**src/rtl/clock_monitor_pkg.sv**
```systemverilog
// clock_monitor_pkg: shared FSM state encoding for clock_monitor
package clock_monitor_pkg;
  typedef enum logic [1:0] {
    IDLE    = 2'd0,
    MEASURE = 2'd1,
    LOCKED  = 2'd2,
    LOST    = 2'd3
  } cm_state_t;
endpackage

```
**src/rtl/sync_edge_detect.sv**
```systemverilog
// sync_edge_detect: 2-FF synchronizer + history FF; clk/rst in, din async in, rise/fall one-cycle strobes out
module sync_edge_detect (
  input  logic clk,
  input  logic rst,
  input  logic din,
  output logic rise,
  output logic fall
);
  logic s1, s2, hist;
  always_ff @(posedge clk) begin
    if (rst) {s1, s2, hist} <= '0;
    else {s1, s2, hist} <= {din, s1, s2};
  end
  assign rise = s2 & ~hist;
  assign fall = ~s2 & hist;
endmodule

```
**src/rtl/clock_monitor.sv**
```systemverilog
// clock_monitor: measures async mon_clk in clk_in domain; outputs rise/fall strobes, period+period_valid, locked and lost levels
module clock_monitor import clock_monitor_pkg::*; #(
  parameter int EXPECTED_PERIOD = 26,
  parameter int TOLERANCE       = 2,
  parameter int LOCK_COUNT      = 4,
  parameter int TIMEOUT         = 64,
  parameter int CNT_W           = 16
) (
  input  logic             clk_in,
  input  logic             rst,
  input  logic             mon_clk,
  output logic             rise_pulse,
  output logic             fall_pulse,
  output logic [CNT_W-1:0] period,
  output logic             period_valid,
  output logic             locked,
  output logic             lost
);
  localparam int GW = $clog2(LOCK_COUNT + 1);
  localparam logic [CNT_W-1:0] LO  = CNT_W'(EXPECTED_PERIOD - TOLERANCE);
  localparam logic [CNT_W-1:0] HI  = CNT_W'(EXPECTED_PERIOD + TOLERANCE);
  localparam logic [CNT_W-1:0] TMO = CNT_W'(TIMEOUT);
  if (TOLERANCE >= EXPECTED_PERIOD || TIMEOUT <= EXPECTED_PERIOD + TOLERANCE) begin : g_bad_params
    $error("clock_monitor: need TOLERANCE < EXPECTED_PERIOD and TIMEOUT > EXPECTED_PERIOD + TOLERANCE");
  end
  cm_state_t state, state_n;
  logic rise, fall, in_win, timeout, measuring, good_hit;
  logic [CNT_W-1:0] cnt, gap;
  logic [GW-1:0] good;
  sync_edge_detect u_sync (
    .clk  (clk_in),
    .rst  (rst),
    .din  (mon_clk),
    .rise (rise),
    .fall (fall)
  );
  always_comb begin
    measuring = state == MEASURE || state == LOCKED;
    in_win    = cnt >= LO && cnt <= HI && ~&cnt;
    // timeout fires on the cycle the gap would reach TIMEOUT; any edge that cycle wins
    timeout   = !(rise || fall) && gap == TMO - 1'b1;
    good_hit  = good + 1'b1 == GW'(LOCK_COUNT);
    state_n   = rise ? ((measuring && in_win && (state == LOCKED || good_hit)) ? LOCKED : MEASURE)
              : (timeout && measuring) ? LOST : state;
  end
  always_ff @(posedge clk_in) begin
    if (rst) begin
      state        <= IDLE;
      good         <= '0;
      cnt          <= '0;
      gap          <= '0;
      period       <= '0;
      period_valid <= 1'b0;
      rise_pulse   <= 1'b0;
      fall_pulse   <= 1'b0;
      locked       <= 1'b0;
      lost         <= 1'b0;
    end else begin
      state        <= state_n;
      good         <= (rise && state == MEASURE && in_win) ? good + 1'b1 : rise ? '0 : good;
      cnt          <= rise ? CNT_W'(1) : &cnt ? cnt : cnt + 1'b1;
      gap          <= (rise || fall) ? '0 : gap == TMO ? gap : gap + 1'b1;
      period       <= (rise && measuring) ? cnt : period;
      period_valid <= rise && measuring;
      rise_pulse   <= rise;
      fall_pulse   <= fall;
      // locked lags lock entry by a cycle but drops together with the leaving transition
      locked       <= state == LOCKED && state_n == LOCKED;
      lost         <= state_n == LOST;
    end
  end
endmodule

```
**config.mk**
```make
export PLATFORM = sky130hd
export DESIGN_NAME = clock_monitor
export DESIGN_NICKNAME = d
export VERILOG_FILES = /design/src/rtl/clock_monitor_pkg.sv /design/src/rtl/sync_edge_detect.sv /design/src/rtl/clock_monitor.sv
export SDC_FILE = /design/constraint.sdc
export NUM_CORES = 1
export LEC_CHECK = 0
export BUFFER_PORTS_ARGS = -buffer_cell sky130_fd_sc_hd__buf_4
export CORE_AREA = 8 8 82 84
export CTS_CLUSTER_DIAMETER = 30
export DETAILED_ROUTE_END_ITERATION = 10
export DIE_AREA = 0 0 90 92
export GPL_TIMING_DRIVEN = 0
export PLACE_DENSITY = 0.72
export SLEW_MARGIN = 20
export SYNTH_ARGS = -nofsm -noshare
export SYNTH_HDL_FRONTEND = slang
export SYNTH_SLANG_ARGS = --single-unit
```
**constraint.sdc**
```tcl
create_clock -name clk_in -period 1.6 [get_ports clk_in]
set_clock_uncertainty 0.05 [all_clocks]
set_input_delay 0.4 -clock clk_in [delete_from_list [all_inputs] [get_ports clk_in]]
set_output_delay 0.4 -clock clk_in [all_outputs]
set_load 0.02 [all_outputs]
```
### Yosys cells after proc, flatten, opt, wreduce, memory -nomap -nowiden

Cells that the tools add are included.

* flip-flop bits (word level): 61
* bits of input ports: 3

* add/sub/neg operators: 3
* $lt $le $gt $ge: 2
* equal/unequal tests: 8
* multiplexer cells: 7
* bitwise operators: 4
* reductions and logical operators: 19

Operators by type and width (number)
* adder 16 x 1 -> 16 bit (second input constant): 2
* == test 16 x 6 -> 1 bit (second input constant): 1
* == test 16 x 7 -> 1 bit (second input constant): 1
* >= comparator 16 x 5 -> 1 bit (second input constant): 1
* <= comparator 16 x 5 -> 1 bit (second input constant): 1
* AND reduction 16 bit: 1
* logical AND 1 bit: 10
* == test 2 bit (second input constant): 3
* two-way mux 2 bit: 3
* two-way mux 3 bit: 2
* OR reduction 2 bit: 2
* adder 3 x 1 -> 3 bit (second input constant): 1
* == test 3 bit (second input constant): 1
* logical OR 1 bit: 3
* AND 1 bit: 2
* == test 2 x 1 -> 1 bit (second input constant): 1
* zero test 1 bit: 2
* two-way mux 1 bit: 2
* != test 2 bit (second input constant): 1
* NOT 1 bit: 2
* nonzero test 2 bit: 1

### Logic depth before layout (Yosys ltp)

Gate-level depths: netlist of run 1.

* word-level depth: 10
* depth in mapped cells: 7
* depth with buffers taken out: 6

### Modules after synthesis

Synthesis of run 1 repeated with hierarchy kept, for this count alone.

* cell total of the unflattened synthesis: 327
* area, all modules: 2776.4 um^2

By module, submodules not included
* clock_monitor: times used 1, cells an instance 319, area an instance 2685.1 um^2
* sync_edge_detect: times used 1, cells an instance 8, area an instance 91.3 um^2

### Worst setup path before layout of run 1

OpenSTA, ideal clock, no wires.

* path type: register to register
* start: register cnt[5]
* end: register locked
* library setup time: 0.060 ns
* arrival: 1.677 ns
* required time: 1.490 ns
* setup slack: -0.187 ns
* stages on the path, launching flop included: 5
* period minus slack after synthesis: 1.787 ns
* cells stage by stage: dfxtp_1 > or4_4 > a2111oi_4 > and4_1 > o221a_1

* word-level cells in the longest chain between the ends: 9

RTL lines
* start: declaration: RTL line clock_monitor.sv:28 `logic [CNT_W-1:0] cnt, gap;`
* start signal: assignment: RTL line clock_monitor.sv:61 `cnt <= rise ? CNT_W'(1) : &cnt ? cnt : cnt + 1'b1;`
* >= comparator 16 x 5 -> 1 bit, or another cell as far along: RTL line clock_monitor.sv:39 `in_win = cnt >= LO && cnt <= HI && ~&cnt;`
* logical AND 1 bit or zero test 1 bit (tied branches): RTL line clock_monitor.sv:39
* logical AND 1 bit *: RTL line clock_monitor.sv:39
* logical AND 1 bit * (2 in a row): RTL line clock_monitor.sv:43 `state_n = rise ? ((measuring && in_win && (state == LOCKED || good_hit)) ? LOCKED : MEASURE)`
* two-way mux 2 bit * (2 in a row): RTL line clock_monitor.sv:43
* == test 2 bit *: RTL line clock_monitor.sv:68 `locked <= state == LOCKED && state_n == LOCKED;`
* logical AND 1 bit *: RTL line clock_monitor.sv:68
* end signal: assignment: RTL line clock_monitor.sv:56 `locked <= 1'b0;`
* end signal: assignment: RTL line clock_monitor.sv:68
* end: declaration: RTL line clock_monitor.sv:16 `output logic locked,`

Mark *: on every way between the ends. The rest lies on a longest branch, timed or not.
A chain may end at the register's enable or synchronous reset.

### Worst setup path after layout of run 1

* start: register cnt[7]
* end: register cnt[11]

* word-level cells in the longest chain between the ends: 1

RTL lines (RTL line)
* adder 16 x 1 -> 16 bit or AND reduction 16 bit (tied branches): clock_monitor.sv:61

Parallel ways exist; a longest one is shown, timed or not.

==> results of run 1 <==
layout by cell type (no fill, tap or decap), drive strengths merged, types with 3 or more instances in the layout:
| cell | n |
|---|---|
| nand3 | 18 |
| xor2 | 6 |
| nand4 | 5 |
| o31ai | 3 |
| buf | 68 |
| dfxtp | 61 |
| a21oi | 38 |
| nor2b | 6 |
| o21ai | 13 |
| clkbuf | 15 |
| or4 | 4 |
| inv | 16 |
| nand2b | 3 |
| nor2 | 24 |
| and3 | 8 |
| bufinv | 3 |
| or3 | 10 |
| nor3 | 10 |
| mux2i | 3 |
| nor4 | 9 |
| nand2 | 50 |
| ha | 10 |
power breakdown:
group,switching (mW),internal (mW)
Combinational,0.110,0.0772
Clock,0.628,1.07
Sequential,0.0202,1.52
sequential cells by signal, summed over array words and instances, names as in the netlist:
name,count
cnt,16
gap,16
period,16
good,3
state,2
fall_pulse,1
locked,1
lost,1
period_valid,1
rise_pulse,1
u_sync.hist,1
u_sync.s1,1
u_sync.s2,1
area by class of cell:
cell class	count	area, um2
plain buffers	13	105
clock buffers	10	138
clock inverters	6	110
fillers	407	1420
inverters	16	60.1
multi-input cells	242	1700
flip-flops and latches	61	1290
well taps	72	90.1
repair buffers	60	502
timing repair:
item                                    CTS  global route
gates resized for setup                  46            50
endpoints found under the setup margin   45            46
cloned                                    1             0
pin swaps                                15            18
setup buffers                            25            11
worst paths after layout:
| check | start | end | cells after the start |
|---|---|---|---|
| setup / recovery | cnt[7] | cnt[11] | 5 |
| hold / removal | mon_clk | u_sync.s1 | 2 |
| setup reg to reg | cnt[7] | cnt[11] | 5 |
| hold reg to reg | u_sync.s1 | u_sync.s2 | 1 |
through the flow:
step | setup slack, ps | hold slack (ps) | total power [mW]
final | -205 | 219 | 3.43
after global placement | -291 | 368 | 1.73
after CTS | -196 | 218 | 3.43
after floorplan | -52.1 | 364 | 1.69
after global routing | -232 | 214 | 3.53
after detailed placement | -310 | 376 | 1.73
worst max-delay path: cells and delay by family, from the launching register on:
family	cells	cell delay (ps)
buf+inv	1	110
flops	1	380
compound gates	1	140
simple gates	3	1050
metal layers:
metal | track usage, % | up-vias | part of all wire (%)
met5 | 0 | - | 0
met4 | 8.60 | 0 | 2.4
met3 | 6.19 | 19 | 4.1
met2 | 31.3 | 68 | 53
met1 | 17.5 | 1314 | 41
li1 | - | 1315 | -
cell families (layout without fill, tap and decap cells):
kind of cell | after synthesis | after routing | synth area share [%]
buf+inv | 30 | 105 | 4.21
mux | 3 | 3 | 1.09
xor+xnor | 8 | 8 | 2.54
compound gates | 65 | 65 | 14.2
fa+ha+maj | 10 | 10 | 4.53
flops | 61 | 61 | 44.2
simple gates | 156 | 156 | 29.2
==> run_results.csv, run 1 <==
group,metric,value,unit
die,core_area,0.00541,mm2
timing,fin_crit,1800,ps
die,ios,24,
clocking,clk_path_buf_depth,2,
synth,yosys_warnings,0,
routing,num_vias,2716,
global_route,grt.total_usage,17.4,%
synth,synth_top_area_share,44.2,%
cells_and_area,utilization,73.8,%
clocking,clock-root-buffer,"clkbuf_8",
routing,drt_iter0_drc,120,
global_route,grt_max_degree,12,
die,die_y,92,um
synth,syn-instance-count,333,
timing,slew-limit-headroom,67.0,%
status,failed_checks,"negative setup slack",
synth,synth-edff-count,0,
routing,dr.pass1.iters,4,
synth,synthFlopType,"dfxtp_1",
clocking,cts_tree,"done",
cells_and_area,diodes,0,
clocking,numCtsBuffers,9,
global_route,grt_overflow,0,
synth,synthDistinctLibCells,45,
routing,routed_wl,7810,um
placement,gp_congestion,0.862,
routing,ant_nets,0,
worst_setup_path,cp.arrival,2030,ps
synth,synth_top_cells_by_count,"dfxtp_1, nand2_1, a21oi_1",
worst_setup_path,reg2reg_setup_slack,-200,ps
die,die-area,0.00828,mm2
placement,hpwlAfterDp,4680,um
synth,syn_area,0.00276,mm2
synth,ys_seq_elements,61,
timing,fmax,0.554,GHz
timing,fin_crit_sh,113,%
synth,yosysSeqAreaShare,44.2,%
synth,yosysTopAreaCell,"dfxtp_1",
synth,synthTopCellsByArea,"dfxtp_1, a21oi_1, nand2_1",
worst_setup_path,endpoint_kind,"register",
worst_setup_path,cp-start-kind,"register",
global_route,grt_first_pass_wirelength,11800,um
synth,async_flop_share,0,%
clocking,insertion_delay,350,ps
die,dieWidth,90,um
timing,finalHoldViolCount,0,
routing,wl_per_cell,16.3,um
timing,grt_setup_unrepaired,"yes",
cells_and_area,fin_area,0.00399,mm2
timing,worst_pin_slew,495,ps
worst_setup_path,critPathSlowestCell,"or4_4",
pwr,peakVddDrop,953,uV
synth,syn_avg_cell_area,8.29,um2
worst_hold_path,hp-class,"input port to register",
placement,placedCellCount,428,
placement,dpl_cell_area,0.00311,mm2
worst_setup_path,cpPeakStageDelay,520,ps
global_route,grt_pass1_vias,2626,
pwr,power_density,859,mW/mm2
timing,timing.final.ws_setup,-205,ps
global_route,antenna_found_initial,0,
worst_setup_path,path_class,"register to register",
flow_run,drv_cap,0,
status,status,"finished with violations",
timing,setup_viol_count_final,17,
clocking,holdBufCountCts,0,
routing,viasPerCell,5.66,
cells_and_area,drive_gt1_share,38.2,%
cells_and_area,finalNetCount,416,
routing,drc_errors,0,
worst_setup_path,crit_required,1830,ps
synth,yosysMostFrequentCell,"dfxtp_1",
clocking,clock-sinks,61,
clocking,clkSlewWorstSetupHoldPaths,70,ps
die,initial_core_util,51.1,%
worst_setup_path,worstPathMaxFanout,6,
cells_and_area,synthToLayoutAreaGrowth,44.4,%
clocking,htreeDepth,3,
timing,fin_setup_tns,-1220,ps
worst_setup_path,crit_path_cell_trace,"buf_12, nand4_4, or4_4, or3_1, a21oi_2",
cells_and_area,stdcell_count,480,
timing,drv_slew,0,
pwr,leakage,1.53,nW
die,num_rows,27,
placement,numPortBuffers,23,
synth,syn_nets,346,
Note: power is estimated with default switching activity, not from simulation.
==> run 2, diff against run 1 <==
==> constraint.sdc (replaced) <==
create_clock -name clk_in -period 1.6 [get_ports clk_in]
set_clock_uncertainty 0.05 [all_clocks]
set_input_delay 0.16 -clock clk_in [delete_from_list [all_inputs] [get_ports clk_in]]
set_output_delay 0.16 -clock clk_in [all_outputs]
set_load 0.02 [all_outputs]
==> run_results.csv, run 2 (synthesis results as in run 1) <==
group,metric,value,unit
placement,numPortBuffers,23,
placement,place_ws,-310,ps
clocking,cts_tree,"done",
timing,timing.final.ws_setup,-202,ps
worst_setup_path,r2r_end,"cnt[11]",
routing,viasPerCell,5.67,
clocking,htreeDepth,3,
worst_setup_path,worstPathMaxFanout,6,
flow_run,drv_cap,0,
status,status,"finished with violations",
global_route,grt_first_pass_wirelength,11800,um
die,die_y,92,um
cells_and_area,finalNetCount,417,
die,core_area,0.00541,mm2
routing,dr.pass1.iters,4,
timing,finalHoldViolCount,0,
die,die-area,0.00828,mm2
routing,drc_errors,0,
timing,worst_pin_slew,514,ps
die,ios,24,
cells_and_area,utilization,74.0,%
worst_setup_path,crit_required,1830,ps
die,dieWidth,90,um
worst_setup_path,cp-start-kind,"register",
timing,setup_viol_count_final,17,
worst_setup_path,cp.arrival,2030,ps
clocking,clock-sinks,61,
timing,drv_slew,0,
clocking,numCtsBuffers,9,
clocking,clk_path_buf_depth,2,
routing,num_vias,2726,
routing,ant_nets,0,
cells_and_area,final_common_cell,"buf_4",
timing,fin_crit,1800,ps
global_route,grt.total_usage,17.4,%
global_route,grt_pass1_vias,2632,
worst_setup_path,endpoint_kind,"register",
global_route,grt_max_degree,12,
cells_and_area,diodes,0,
timing,fmax,0.555,GHz
timing,whs,79.7,ps
die,initial_core_util,51.1,%
cells_and_area,final_cell_mix,"buf_4, nand2_1, dfxtp_1",
worst_hold_path,holdPathStages,3,
worst_hold_path,hp-class,"input port to register",
worst_setup_path,worst_r2r_path_depth,5,
cells_and_area,synthToLayoutAreaGrowth,44.8,%
timing,slew-limit-headroom,65.7,%
pwr,leakage,1.53,nW
global_route,grt_overflow,0,
placement,hpwlAfterDp,4680,um
worst_hold_path,holdPathEnd,"locked",
pwr,power_density,859,mW/mm2
routing,drt_iter0_drc,120,
worst_setup_path,reg2reg_setup_slack,-200,ps
clocking,clock-root-buffer,"clkbuf_8",
placement,gp_congestion,0.862,
cells_and_area,biggestRegsByFlops,"cnt: 16 flops, gap: 16 flops, period: 16 flops",
clocking,clkSlewWorstSetupHoldPaths,70,ps
cells_and_area,drive_gt1_share,38.1,%
routing,routed_wl,7830,um
routing,wl_per_cell,16.3,um
status,failed_checks,"negative setup slack",
die,num_rows,27,
worst_setup_path,path_class,"register to register",
clocking,insertion_delay,350,ps
timing,fin_crit_sh,113,%
worst_hold_path,hp-start,"rst",
worst_setup_path,r2r_start,"cnt[7]",
pwr,peakVddDrop,953,uV
timing,grt_setup_unrepaired,"yes",
global_route,antenna_found_initial,0,
run 2: changes by cell type in the layout (fill, tap and decap cells not counted):
cell	delta
dlygate4sd3_1	+1
run 2: power breakdown:
group          switching, mW  total [mW]  internal (mW)
Clock                  0.635        1.71           1.07
Sequential            0.0200        1.54           1.52
Combinational          0.110       0.189         0.0789
run 2: repair_timing:
action | CTS | global route
setup endpoints to repair | 45 | 46
hold endpoints to repair | 1 | 0
buffers inserted | 25 | 11
resized for setup | 46 | 50
gates cloned | 1 | 0
hold buffers | 1 | 0
pin swaps | 15 | 18
run 2: worst max-delay path, stage by stage, from the launching register on:
cell     delay, ps
dfxtp_4        380
buf_12         110
nand4_4        160
or4_4          520
or3_1          370
a21oi_2        140
run 2: metrics by stage:
stage / std cells / area, um2 / power [mW] / TNS, ps
after floorplan: 333 / 2850 / 1.69 / -102
after global placement: 428 / 3110 / 1.73 / -7510
after detailed placement: 428 / 3110 / 1.73 / -8160
after CTS: 471 / 3740 / 3.43 / -907
after global routing: 481 / 4000 / 3.53 / -2440
final: 481 / 4000 / 3.43 / -1220
run 2: final cells by class:
class                      instances  area [um2]
multi-input combinational        242        1700
fill                             407        1410
sequential                        61        1290
timing repair buffer              61         512
clock buffer                      10         138
clock inverter                     6         110
buffer                            13         105
tap                               72        90.1
inverter                          16        60.1
run 2: how the worst max path moves through the flow:
stage                      start  endpoint  cells after the start
after floorplan           cnt[5]    locked                      4
after global placement    cnt[1]    cnt[1]                      7
after detailed placement  gap[1]   gap[14]                      5
after CTS                 cnt[7]    locked                      4
after global routing      cnt[7]   cnt[11]                      5
final                     cnt[7]   cnt[11]                      5
run 2: per-layer routing:
layer | track usage (%) | routed length [um]
met3 | 6.19 | 324
met5 | 0 | 0
met1 | 17.5 | 3160
met4 | 8.60 | 184
met2 | 31.5 | 4160
==> run 3, diff against run 2 <==
--- a/config.mk
+++ b/config.mk
@@ -5,13 +5,14 @@
 export SDC_FILE = /design/constraint.sdc
 export NUM_CORES = 1
 export LEC_CHECK = 0
-export BUFFER_PORTS_ARGS = -buffer_cell sky130_fd_sc_hd__buf_4
+export BUFFER_PORTS_ARGS = -buffer_cell sky130_fd_sc_hd__buf_2
 export CORE_AREA = 8 8 82 84
 export CTS_CLUSTER_DIAMETER = 30
 export DETAILED_ROUTE_END_ITERATION = 10
 export DIE_AREA = 0 0 90 92
 export GPL_TIMING_DRIVEN = 0
 export PLACE_DENSITY = 0.72
+export RECOVER_POWER = 100
 export SLEW_MARGIN = 20
 export SYNTH_ARGS = -nofsm -noshare
 export SYNTH_HDL_FRONTEND = slang
==> run_results.csv, run 3 (synthesis results as in run 1) <==
group,metric,value,unit
placement,hpwlAfterDp,4680,um
pwr,leakage,1.36,nW
status,failed_checks,"negative setup slack",
clocking,htreeDepth,3,
clocking,clock-root-buffer,"clkbuf_8",
placement,gp_congestion,0.899,
clocking,cts_tree,"done",
global_route,antenna_found_initial,0,
pwr,power_density,841,mW/mm2
flow_run,drv_cap,0,
die,ios,24,
pwr,peakVddDrop,712,uV
timing,drv_slew,0,
routing,viasPerCell,5.53,
routing,num_vias,2638,
worst_setup_path,path_class,"register to register",
worst_setup_path,endpoint_kind,"register",
timing,fin_crit_sh,108,%
routing,routed_wl,7450,um
timing,grt_setup_unrepaired,"yes",
global_route,grt_overflow,0,
routing,drt_iter0_drc,152,
routing,drc_errors,0,
cells_and_area,synthToLayoutAreaGrowth,35.0,%
timing,slew-limit-headroom,68.3,%
timing,whs,270,ps
timing,timing.final.ws_setup,-126,ps
clocking,clock-sinks,61,
timing,worst_pin_slew,472,ps
global_route,grt_pass1_vias,2586,
worst_setup_path,r2r_start,"cnt[6]",
worst_setup_path,cp.arrival,1960,ps
cells_and_area,fin_area,0.00373,mm2
routing,wl_per_cell,15.6,um
cells_and_area,final_cell_mix,"nand2_1, dfxtp_1, a21oi_1",
worst_hold_path,hp-start,"rst",
die,num_rows,27,
timing,finalHoldViolCount,0,
timing,fin_crit,1730,ps
clocking,insertion_delay,340,ps
cells_and_area,final_common_cell,"nand2_1",
die,initial_core_util,51.1,%
die,dieWidth,90,um
global_route,grt_max_degree,12,
routing,dr.pass1.iters,5,
cells_and_area,biggestRegsByFlops,"cnt: 16 flops, gap: 16 flops, period: 16 flops",
cells_and_area,diodes,0,
die,die-area,0.00828,mm2
routing,ant_nets,0,
clocking,numCtsBuffers,9,
worst_setup_path,cp-startpoint,"cnt[6]",
placement,numPortBuffers,23,
die,die_y,92,um
placement,dpl_cell_area,0.00305,mm2
cells_and_area,finalNetCount,413,
worst_setup_path,worstPathMaxFanout,3,
worst_hold_path,hp-class,"input port to register",
timing,setup_viol_count_final,18,
global_route,grt.total_usage,17.6,%
status,status,"finished with violations",
cells_and_area,drive_gt1_share,29.4,%
worst_setup_path,cp-start-kind,"register",
die,core_area,0.00541,mm2
worst_setup_path,crit_required,1830,ps
clocking,clk_path_buf_depth,2,
timing,fmax,0.579,GHz
clocking,clkSlewWorstSetupHoldPaths,70,ps
global_route,grt_first_pass_wirelength,12100,um
## run 3: cell types whose count changed in the layout (fill, tap and decap cells not counted), moves of 4 or more
cell / before / now
o21ai_2: 5 / 1
buf_4: 56 / 29
clkbuf_1: 1 / 24
clkbuf_2: 1 / 5
## run 3: report_power, final
group | switching (mW) | internal, mW | leakage, nW
sequential | 0.0219 | 1.52 | 0.508
clock | 0.617 | 0.804 | 0.103
combinational | 0.105 | 0.0702 | 0.749
## run 3: worst paths after layout
kind / end / slack [ps] / cells after the start
min reg2reg: u_sync.s2 / 390 / 1
max reg2reg: locked / -130 / 4
min: state[1] / 270 / 3
max: locked / -130 / 4
## run 3: cell type report
| cell class | count | area, um2 |
|---|---|---|
| multi-input cells | 242 | 1610 |
| well taps | 72 | 90.1 |
| plain buffers | 14 | 109 |
| clock inverters | 6 | 60.1 |
| repair buffers | 56 | 357 |
| inverters | 16 | 60.1 |
| clock buffers | 10 | 149 |
| flip-flops and latches | 61 | 1290 |
| fillers | 450 | 1680 |
## run 3: worst max-delay path: stages (launching register included)
cell and delay (ps):
dfxtp_4 350, or4_4 550, a2111oi_4 260, and4_1 280
o221a_1 180
## run 3: metrics by stage
stage,power [mW],instances,setup TNS [ps],setup slack [ps],util (%)
after floorplan,1.69,333,-102,-52.1,-
after global placement,1.72,428,-7460,-297,56.5
after detailed placement,1.73,428,-8460,-330,56.5
after CTS,3.16,467,-749,-162,66.5
after global routing,3.25,477,-2400,-185,69.0
final,3.13,477,-793,-126,69.0
## run 3: layer usage
| metal | routed length (um) | track usage, % | vias up |
|---|---|---|---|
| li1 | - | - | 1302 |
| met1 | 3130 | 19.0 | 1275 |
| met2 | 3880 | 31.5 | 52 |
| met3 | 342 | 5.87 | 9 |
| met4 | 104 | 6.10 | 0 |
| met5 | 0 | 0 | - |
## run 3: timing repair
item | CTS | global route
endpoints found under the hold margin | 1 | 0
buffers inserted | 22 | 9
cloned | 0 | 1
hold buffers | 1 | 0
setup endpoints to repair | 45 | 38
gates resized for setup | 47 | 32
pin swaps | 18 | 9
